**config.mk**
```make
export PLATFORM = sky130hd
export DESIGN_NAME = mcycle_ctrl
export DESIGN_NICKNAME = d
export VERILOG_FILES = /design/src/rtl/mcycle_ctrl.sv
export SDC_FILE = /design/constraint.sdc
export NUM_CORES = 1
export LEC_CHECK = 0
export ABC_CLOCK_PERIOD_IN_PS = 3400
export BUFFER_PORTS_ARGS = -buffer_cell sky130_fd_sc_hd__buf_2
export CAP_MARGIN = 10
export CORE_ASPECT_RATIO = 0.6
export CORE_MARGIN = 2
export CORE_UTILIZATION = 45
export CTS_CLUSTER_DIAMETER = 80
export DETAILED_ROUTE_END_ITERATION = 6
export GPL_TIMING_DRIVEN = 0
export PLACE_DENSITY = 0.67
export SLEW_MARGIN = 15
export SYNTH_ARGS = -nofsm -noshare
export SYNTH_HDL_FRONTEND = slang
export SYNTH_SLANG_ARGS = --single-unit
```
**constraint.sdc**
```tcl
create_clock -name clk -period 3.4 [get_ports clk]
set_input_delay 0.68 -clock clk [delete_from_list [all_inputs] [get_ports clk]]
set_output_delay 0.68 -clock clk [all_outputs]
set_load 0.01 [all_outputs]
```
**src/rtl/mcycle_ctrl.sv**
```systemverilog
// Moore-style control FSM for the multi-cycle MIPS-subset CPU: sequences the datapath
// over FETCH..WB, waits on mem_rdy, counts retired instructions, flags illegal opcodes.
module mcycle_ctrl #(
  parameter int CNT_W           = 32,
  parameter bit HALT_ON_ILLEGAL = 1'b1
) (
  input  logic             clk,
  input  logic             rst_n,
  input  logic [5:0]       opcode,
  input  logic [5:0]       funct,
  input  logic             zero,
  input  logic             mem_rdy,
  output logic             mem_rd,
  output logic             mem_wr,
  output logic             pc_wr,
  output logic [1:0]       pc_src,
  output logic             ir_wr,
  output logic             ext_op,
  output logic             alu_src_a,
  output logic [1:0]       alu_src_b,
  output logic [2:0]       alu_op,
  output logic             reg_wr,
  output logic             reg_dst,
  output logic             mem_to_reg,
  output logic             illegal,
  output logic [CNT_W-1:0] instr_cnt
);

  localparam logic [5:0] OP_R     = 6'b000000;
  localparam logic [5:0] OP_ADDIU = 6'b001001;
  localparam logic [5:0] OP_ORI   = 6'b001101;
  localparam logic [5:0] OP_LUI   = 6'b001111;
  localparam logic [5:0] OP_LW    = 6'b100011;
  localparam logic [5:0] OP_SW    = 6'b101011;
  localparam logic [5:0] OP_BEQ   = 6'b000100;
  localparam logic [5:0] OP_J     = 6'b000010;
  localparam logic [5:0] FN_ADDU  = 6'b100001;
  localparam logic [5:0] FN_SUBU  = 6'b100011;

  localparam logic [2:0] ALU_ADD = 3'b000;
  localparam logic [2:0] ALU_SUB = 3'b001;
  localparam logic [2:0] ALU_OR  = 3'b010;
  localparam logic [2:0] ALU_LUI = 3'b011;

  localparam logic [1:0] SRCB_RT   = 2'b00;
  localparam logic [1:0] SRCB_4    = 2'b01;
  localparam logic [1:0] SRCB_IMM  = 2'b10;
  localparam logic [1:0] SRCB_IMM4 = 2'b11;

  typedef enum logic [3:0] {
    S_FETCH, S_DECODE, S_EXEC_R, S_EXEC_I, S_MEM_ADDR, S_MEM_RD, S_MEM_WR,
    S_WB_R, S_WB_I, S_WB_MEM, S_BRANCH, S_JUMP, S_HALT
  } state_t;

  typedef enum logic [3:0] {
    K_ADDU, K_SUBU, K_ADDIU, K_ORI, K_LUI, K_LW, K_SW, K_BEQ, K_J, K_ILL
  } kind_t;

  state_t state, next_state;
  kind_t  kind;
  logic   retire;
  logic   set_illegal;

  always_comb begin
    kind = K_ILL;
    case (opcode)
      OP_R: begin
        if (funct == FN_ADDU)      kind = K_ADDU;
        else if (funct == FN_SUBU) kind = K_SUBU;
      end
      OP_ADDIU: kind = K_ADDIU;
      OP_ORI:   kind = K_ORI;
      OP_LUI:   kind = K_LUI;
      OP_LW:    kind = K_LW;
      OP_SW:    kind = K_SW;
      OP_BEQ:   kind = K_BEQ;
      OP_J:     kind = K_J;
      default:  kind = K_ILL;
    endcase
  end

  // NOTE: every output and next_state gets a default first so no path infers a latch.
  always_comb begin
    next_state  = state;
    retire      = 1'b0;
    set_illegal = 1'b0;
    mem_rd      = 1'b0;
    mem_wr      = 1'b0;
    pc_wr       = 1'b0;
    pc_src      = 2'b00;
    ir_wr       = 1'b0;
    ext_op      = 1'b0;
    alu_src_a   = 1'b0;
    alu_src_b   = SRCB_RT;
    alu_op      = ALU_ADD;
    reg_wr      = 1'b0;
    reg_dst     = 1'b0;
    mem_to_reg  = 1'b0;

    case (state)
      S_FETCH: begin
        mem_rd    = 1'b1;
        alu_src_b = SRCB_4;
        if (mem_rdy) begin
          pc_wr      = 1'b1;
          ir_wr      = 1'b1;
          next_state = S_DECODE;
        end
      end
      S_DECODE: begin
        // Precompute the branch target into ALUOut while the opcode is decoded.
        alu_src_b = SRCB_IMM4;
        ext_op    = 1'b1;
        case (kind)
          K_ADDU, K_SUBU:       next_state = S_EXEC_R;
          K_ADDIU, K_ORI, K_LUI: next_state = S_EXEC_I;
          K_LW, K_SW:           next_state = S_MEM_ADDR;
          K_BEQ:                next_state = S_BRANCH;
          K_J:                  next_state = S_JUMP;
          default: begin
            set_illegal = 1'b1;
            next_state  = HALT_ON_ILLEGAL ? S_HALT : S_FETCH;
          end
        endcase
      end
      S_EXEC_R: begin
        alu_src_a  = 1'b1;
        alu_op     = (kind == K_SUBU) ? ALU_SUB : ALU_ADD;
        next_state = S_WB_R;
      end
      S_EXEC_I: begin
        alu_src_a  = 1'b1;
        alu_src_b  = SRCB_IMM;
        case (kind)
          K_ORI:   alu_op = ALU_OR;
          K_LUI:   alu_op = ALU_LUI;
          default: begin
            ext_op = 1'b1;
            alu_op = ALU_ADD;
          end
        endcase
        next_state = S_WB_I;
      end
      S_MEM_ADDR: begin
        alu_src_a  = 1'b1;
        alu_src_b  = SRCB_IMM;
        ext_op     = 1'b1;
        next_state = (kind == K_SW) ? S_MEM_WR : S_MEM_RD;
      end
      S_MEM_RD: begin
        mem_rd = 1'b1;
        if (mem_rdy) next_state = S_WB_MEM;
      end
      S_MEM_WR: begin
        mem_wr = 1'b1;
        if (mem_rdy) begin
          retire     = 1'b1;
          next_state = S_FETCH;
        end
      end
      S_WB_R: begin
        reg_wr     = 1'b1;
        reg_dst    = 1'b1;
        retire     = 1'b1;
        next_state = S_FETCH;
      end
      S_WB_I: begin
        reg_wr     = 1'b1;
        retire     = 1'b1;
        next_state = S_FETCH;
      end
      S_WB_MEM: begin
        reg_wr     = 1'b1;
        mem_to_reg = 1'b1;
        retire     = 1'b1;
        next_state = S_FETCH;
      end
      S_BRANCH: begin
        alu_src_a  = 1'b1;
        alu_op     = ALU_SUB;
        pc_src     = 2'b01;
        pc_wr      = zero;
        retire     = 1'b1;
        next_state = S_FETCH;
      end
      S_JUMP: begin
        pc_wr      = 1'b1;
        pc_src     = 2'b10;
        retire     = 1'b1;
        next_state = S_FETCH;
      end
      default: next_state = S_HALT;
    endcase
  end

  // NOTE: reset is synchronous and checked first; all state updates use non-blocking assignments.
  always_ff @(posedge clk) begin
    if (!rst_n) begin
      state     <= S_FETCH;
      illegal   <= 1'b0;
      instr_cnt <= '0;
    end else begin
      state <= next_state;
      if (set_illegal) illegal <= 1'b1;
      if (retire) instr_cnt <= instr_cnt + CNT_W'(1);
    end
  end

endmodule

```
==> summary.md, run 1 <==
| Metric | Value |
|---|---|
| Peak Freq | `about 0.32 GHz` |
| Vias per inst | `around 5.6` |
| VDD IR-drop max | `between 0.15 and 0.2 mV` |
| Slew headroom | `59.7%` |
| Worst-path clk slew | `70 ps` |
| Initial antenna violation count | `0` |
| CP top delay family | `compound AO/OA/AOI/OAI gates` |
| Yosys cell types | `57` |
| Clock buffer depth | `2` |
| Clock skew | `10.7 ps` |
| Total core area | `5030 um2` |
| Routed wire per std cell | `14.2 um` |
| Leak Pwr | `~1.2 nW` |
| WP data arrival | `2430 ps` |
| Initial detailed-routing violation count | `around 240` |
| Crit path depth | `8` |
| Power consumption | `between 1 and 1.5 mW` |
| Cell area after layout | `2840 um2` |
| CTS tree | `yes` |
| Die ar. | `around 5800 um2` |
| Mapped Nets | `about 320` |
| Routed WL | `6210 um` |
| Cell taking the most area after synthesis | `dfxtp_1` |
| PwrDens | `a little under 500 nW/um2` |
| Main synth FF type | `dfxtp_1` |
| Switching power share of the total | `35.9%` |
| Syn_area_per_cell | `7.70 um2` |
| Area post-placement | `2720 um2` |
| Layout cells sized above 1 | `between 20% and 30%` |
| CTS root buf | `clkbuf_8` |
| Critical R2R Capture | `instr_cnt[24]` |
| Max-cap viol count | `0` |
| Synthesized area | `between 2000 and 2500 um2` |
| Worst path cell trace | `buf_2, clkbuf_1, nand4b_1, o21ai_0, o21ai_1, a311oi_1, o41ai_1, buf_2` |
| Grt total ovfl | `0` |
| Flop pwr share | `34.9%` |
| CP required | `2720 ps` |
| # DRC | `0` |
| Kind of start point of the critical path | `primary input` |
| Setup TNS | `0 ps` |
| Worst slew pin tran | `605 ps` |
| Worst path slowest cell | `clkbuf_1` |
| HPWL after DPL | `4730 um` |
| Pint | `0.884 mW` |
| WHS Path Cells | `2` |
| Critical path launch point | `opcode[2]` |
| Pin count of the biggest net entering global routing | `13` |
| Detailed Routing Iterations Pass 1 | `4` |
| R2R depth | `6` |
| EDFF count, synth | `0` |
| Detailed-route via count | `roughly 2.5k` |
| Initial Util | `46.5%` |
| Die Wd | `97.1 um` |
| Yosys warns | `0` |
| Placement Rows | `20` |
| Final hold viol count | `0` |
| IO Pins | `65` |
| Input/output buffers | `60` |
| RSZ-0062 raised after global routing | `no` |
| CP Capture Type | `output port` |
| Hold endpoint | `illegal` |
| Seq cells post-synth | `37` |
| RR Startpoint | `instr_cnt[0]` |
| Vias in the first global route | `2,090` |
| NetSw | `0.494 mW` |
| Die Height | `59.9 um` |
| First-pass GRT wire length | `10,300 um` |
| GP Congestion | `roughly 0.85` |
| Dpl cells | `430` |
| Fraction of the cycle the final worst path needs | `91.4%` |
| Number of diodes | `0` |
| WHS | `449 ps` |
| Post-synthesis cell count | `304` |
| Skew-Pair Late Insertion Delay | `300 ps` |
| Finished Layout Cells | `approximately 440` |
| Largest cells by area after synthesis | `dfxtp_1 (32%), o21ai_0 (5.3%), nor2_1 (4.8%)` |
| Final Setup Violations | `0` |
| Top cell type's share of synthesized area | `31.6%` |
| Seq/Total Area, Yosys | `31.6%` |
| WP buf/inv | `3` |
| CP max stage delay | `340 ps` |
| Share of async-settable or async-resettable flops after synthesis | `0%` |
| Crit path kind | `in -> out` |
| Worst hold start | `illegal` |
| Logic pwr share | `between 30% and 40%` |
| Crit Path Max Fanout | `10` |
| Final min period | `3110 ps` |
| Run status | `completed` |
| Nets@finish | `388` |
| Remaining antenna violation count after routing | `0` |
| Critical path's most frequent cell | `buf_2` |
| Htree depth | `2` |
| Gr usage total | `between 20% and 30%` |
| Register-to-register path setup slack | `1210 ps` |
| Clock power share | `~30%` |
| Hold_buf cts | `0` |
| CTS Sinks | `37` |
| Area delta synth->final | `21.5%` |
| Hold Crit Class | `reg -> reg` |
| Slew Viols, Final | `0` |
| Num CTS Buffers | `5` |
routing by layer:
metal / up-vias / GRT usage, % / routed length [um]
met5: - / 0 / 0
met4: 0 / 5.63 / 13
met3: 3 / 5.85 / 514
met2: 89 / 30.3 / 2500
met1: 1128 / 33.6 / 3190
li1: 1230 / - / -
Yosys cell counts, types with 3 or more instances:
library cell / instances
nand2b_1: 9
xnor2_1: 9
nand4_1: 13
nor3b_1: 3
and3_1: 4
nand3b_1: 5
nand2_1: 26
clkbuf_1: 10
nand3_1: 10
xor2_1: 8
o21ai_0: 25
and2_1: 3
mux2i_1: 6
nand4b_1: 3
nor2b_1: 3
or3_2: 3
dfxtp_1: 37
nor3_1: 7
nor2_1: 30
a211oi_1: 3
or3_1: 11
a31oi_1: 3
inv_1: 7
a21oi_1: 21
metrics by stage:
stage	util [%]	setup WS [ps]
final	56.5	292
after global placement	54.2	224
after CTS	56.5	215
after detailed placement	54.2	228
after floorplan	-	443
after global routing	56.5	130
state kept, by name, summed over array words and instances, names as in the netlist:
name and cells:
illegal 1, instr_cnt 32, state 4
power by group through the flow:
stage	Clock [mW]	Combinational, mW	Sequential (mW)
after floorplan	0	0.335	0.493
after CTS	0.411	0.491	0.481
final	0.404	0.493	0.481
after detailed placement	0	0.490	0.491
after global routing	0.430	0.546	0.486
after global placement	0	0.482	0.490
how the worst max path moves through the flow:
stage           endpoint  slack, ps
3_5_place_dp   alu_op[0]        230
4_1_cts        alu_op[0]        210
3_3_place_gp   alu_op[0]        220
2_1_floorplan  alu_op[0]        440
5_1_grt        alu_op[0]        130
6_report       alu_op[0]        290
cells by family (layout without fill, tap and decap cells):
kind of cell	after synthesis	in the layout	share of synthesized area [%]
XOR/XNOR	17	17	6.36
flip-flops	37	37	31.6
AND/OR/NAND/NOR	148	148	36.3
AO/OA/AOI/OAI	68	68	17.3
multiplexers	6	6	2.57
adder cells (fa/ha/maj)	1	1	0.534
other	1	1	0.160
buffers and inverters	26	94	5.13
worst register-to-register path: stages, from the launching register on:
cell and delay, ps:
dfxtp_1 420, ha_1 250, nand4_1 100, or3_2 490
nor4_4 440, nor2b_1 230, mux2i_1 190
placed cells by master (no fill, tap or decap), types with 2 or more instances in the layout:
master / count
xor2_1: 8
a211oi_1: 3
mux2i_1: 6
buf_6: 2
a311oi_1: 2
nor4b_1: 2
inv_1: 7
nand3_1: 10
or2_2: 2
o21ai_1: 2
buf_1: 2
nor3b_1: 3
a21o_1: 2
nand4_2: 2
nor2b_1: 3
nor4_1: 2
dfxtp_1: 37
nand3b_1: 5
nor2_1: 30
clkbuf_1: 10
or3_1: 11
nand2_1: 26
nor3_1: 7
a21oi_1: 21
o21a_1: 2
o22ai_1: 2
and2_1: 3
and3b_1: 2
nand4_1: 13
xnor2_1: 9
nand4b_1: 3
clkbuf_8: 6
or3_2: 3
and3_1: 4
buf_2: 62
a31oi_1: 3
nand2b_1: 9
o21ai_0: 24
final cells by class:
cell class                      count  area [um2]
Sequential cell                    37         741
Tap cell                           66        82.6
Timing Repair Buffer               60         300
Inverter                            8        30.0
Fill cell                         484        2190
Buffer                             18        90.1
Clock inverter                      2        37.5
Clock buffer                        6        82.6
Multi-Input combinational cell    241        1480
repair_timing:
action | in CTS | in global routing
resized for setup | 0 | 1
setup endpoints to repair | 0 | 1
setup buffers | 0 | 0
Power figures use the tool's default switching activity.
==> inputs of run 2 (changes only) <==
--- a/config.mk
+++ b/config.mk
@@ -5,7 +5,7 @@
 export SDC_FILE = /design/constraint.sdc
 export NUM_CORES = 1
 export LEC_CHECK = 0
-export ABC_CLOCK_PERIOD_IN_PS = 3400
+export ABC_CLOCK_PERIOD_IN_PS = 3700
 export BUFFER_PORTS_ARGS = -buffer_cell sky130_fd_sc_hd__buf_2
 export CAP_MARGIN = 10
 export CORE_ASPECT_RATIO = 0.6
==> constraint.sdc (replaced) <==
create_clock -name clk -period 3.7 [get_ports clk]
set_input_delay 0.74 -clock clk [delete_from_list [all_inputs] [get_ports clk]]
set_output_delay 0.74 -clock clk [all_outputs]
set_load 0.01 [all_outputs]
==> run 2 against run 1 <==
Cell count is the same. Utilization is the same. Sequential power shrank 8.1%. First-iteration DRC count is the same. Global-route usage is the same. Flip-flop and latch count is the same. Design area is the same. Register-to-register slack gained 300 ps. Clock skew is the same. Critical endpoint unchanged.
==> summary.md, run 2 (synthesis results as in run 1) <==
| Metric | Value |
|---|---|
| Run status | `completed` |
| Initial antenna violation count | `0 (unchanged)` |
| GP Congestion | `0.852 (unchanged)` |
| Critical R2R Capture | `instr_cnt[24]` |
| Reg with most FFs | `instr_cnt` |
| Area delta synth->final | `21.5% (unchanged)` |
| Detailed Routing Iterations Pass 1 | `4 (unchanged)` |
| Die Wd | `97.1 um (unchanged)` |
| Hold Crit Class | `reg -> reg` |
| CTS Sinks | `37 (unchanged)` |
| Slew Viols, Final | `0 (unchanged)` |
| Grt total ovfl | `0 (unchanged)` |
| Post-cts sizing count | `0 (unchanged)` |
| Die ar. | `5810 um2 (unchanged)` |
| Crit Path Max Fanout | `10 (unchanged)` |
| Clock skew | `10.7 ps (unchanged)` |
| Kind of start point of the critical path | `primary input` |
| First-pass GRT wire length | `10,300 um (unchanged)` |
| R2R depth | `6 (unchanged)` |
| Num CTS Buffers | `5 (unchanged)` |
| PwrDens | `445 nW/um2 (-8.1%)` |
| Worst slew pin tran | `605 ps (unchanged)` |
| Setup TNS | `0 ps (unchanged)` |
| Hold endpoint | `illegal` |
| Top flop regs | `instr_cnt (32), state (4), illegal (1)` |
| IO Pins | `65 (unchanged)` |
| Skew-Pair Late Insertion Delay | `300 ps (about the same)` |
| Routed wire per std cell | `14.2 um (about the same)` |
| Leak Pwr | `1.16 nW (unchanged)` |
| Worst-path clk slew | `70 ps (about the same)` |
| Register-to-register path setup slack | `1510 ps (+300 ps)` |
| Die Height | `59.9 um (unchanged)` |
| Max-cap viol count | `0 (unchanged)` |
| Vias in the first global route | `2,090 (unchanged)` |
| RSZ-0062 raised after global routing | `no` |
| CP required | `2960 ps (+240 ps)` |
| Input/output buffers | `60 (unchanged)` |
| Area post-placement | `2720 um2 (unchanged)` |
| Layout cells sized above 1 | `23.7% (unchanged)` |
| # DRC | `0 (unchanged)` |
| Commonest cells after routing, fill and taps aside | `buf_2 (62), dfxtp_1 (37), nor2_1 (30)` |
| Htree depth | `2 (unchanged)` |
| Routed WL | `6210 um (about the same)` |
| CTS root buf | `clkbuf_8` |
| Hold_buf cts | `0 (unchanged)` |
| Commonest non-fill, non-tap cell in the layout | `buf_2` |
| Gr usage total | `22.0% (unchanged)` |
| Final Setup Violations | `0 (unchanged)` |
| HPWL after DPL | `4730 um (unchanged)` |
| Initial detailed-routing violation count | `241 (unchanged)` |
| Final hold viol count | `0 (unchanged)` |
| CTS tree | `yes` |
| Crit path kind | `in -> out` |
| Max FFs per register | `32 (unchanged)` |
| Clock buffer depth | `2 (unchanged)` |
| Nets@finish | `388 (unchanged)` |
| Cell area after layout | `2840 um2 (unchanged)` |
| Pin count of the biggest net entering global routing | `13 (unchanged)` |
| Number of diodes | `0 (unchanged)` |
| Placement Rows | `20 (unchanged)` |
| VDD IR-drop max | `0.177 mV (-8.1%)` |
| Peak Freq | `0.297 GHz` |
| WP data arrival | `2620 ps (+190 ps)` |
| Worst hold start | `illegal` |
| CP Capture Type | `output port` |
| WHS Path Cells | `2 (unchanged)` |
| Total core area | `5030 um2 (unchanged)` |
| RR Startpoint | `instr_cnt[0]` |
| Final min period | `approximately 3400 ps` |
| Dpl cells | `430 (unchanged)` |
| Remaining antenna violation count after routing | `0 (unchanged)` |
| Fraction of the cycle the final worst path needs | `90.9%` |
| Slew headroom | `59.7% (unchanged)` |
| Finished Layout Cells | `438 (unchanged)` |
| Initial Util | `46.5% (unchanged)` |
| Setup bufs post-CTS | `0 (unchanged)` |
| Detailed-route via count | `2,451 (+0.041%)` |
| Vias per inst | `5.60 (about the same)` |
run 2: cell count changes in the layout (fill, tap and decap cells not counted):
cell,previous run,this run
o21ai_0,24,25
o21ai_1,2,1
run 2: metrics by stage:
stage | power (mW) | worst slack, ps | utilization, % | hold slack, ps
4_1_cts | 1.27 | 395 | 56.5 | 452
3_5_place_dp | 0.901 | 408 | 54.2 | 442
3_3_place_gp | 0.893 | 404 | 54.2 | 433
2_1_floorplan | 0.761 | 623 | - | 470
5_1_grt | 1.34 | 162 | 56.5 | 490
6_report | 1.27 | 338 | 56.5 | 449
run 2: worst max-delay path by stage:
stage	from	end	slack (ps)
floorplan	opcode[0]	alu_op[0]	620
global placement	opcode[2]	alu_op[0]	400
detailed placement	opcode[2]	alu_op[0]	410
CTS	opcode[2]	alu_op[0]	390
global route	opcode[2]	alu_op[0]	160
finish	opcode[2]	alu_op[0]	340
run 2: layout make-up:
class | count | area [um2]
well taps | 66 | 82.6
plain buffers | 18 | 90.1
clock buffers | 6 | 82.6
flip-flops and latches | 37 | 741
inverters | 8 | 30.0
multi-input cells | 241 | 1480
fillers | 484 | 2190
repair buffers | 60 | 300
clock inverters | 2 | 37.5
run 2: metal layers:
layer | global-route usage [%] | up-vias | part of all wire (%)
met5 | 0 | - | 0
met4 | 5.63 | 0 | 0.21
met3 | 5.85 | 3 | 8.3
met2 | 30.3 | 89 | 40
met1 | 33.6 | 1129 | 51
li1 | - | 1230 | -
run 2: where the power goes:
group          total, mW  switching, mW  internal (mW)
clock              0.372          0.152          0.219
combinational      0.453          0.282          0.171
sequential         0.442         0.0193          0.423
total               1.27          0.454          0.813
run 2: worst max-delay path: stages:
cell and delay [ps]:
buf_2 80, clkbuf_1 340, nand4b_1 270, o21ai_0 120, o21ai_0 460, a311oi_1 90
o41ai_1 340, buf_2 180
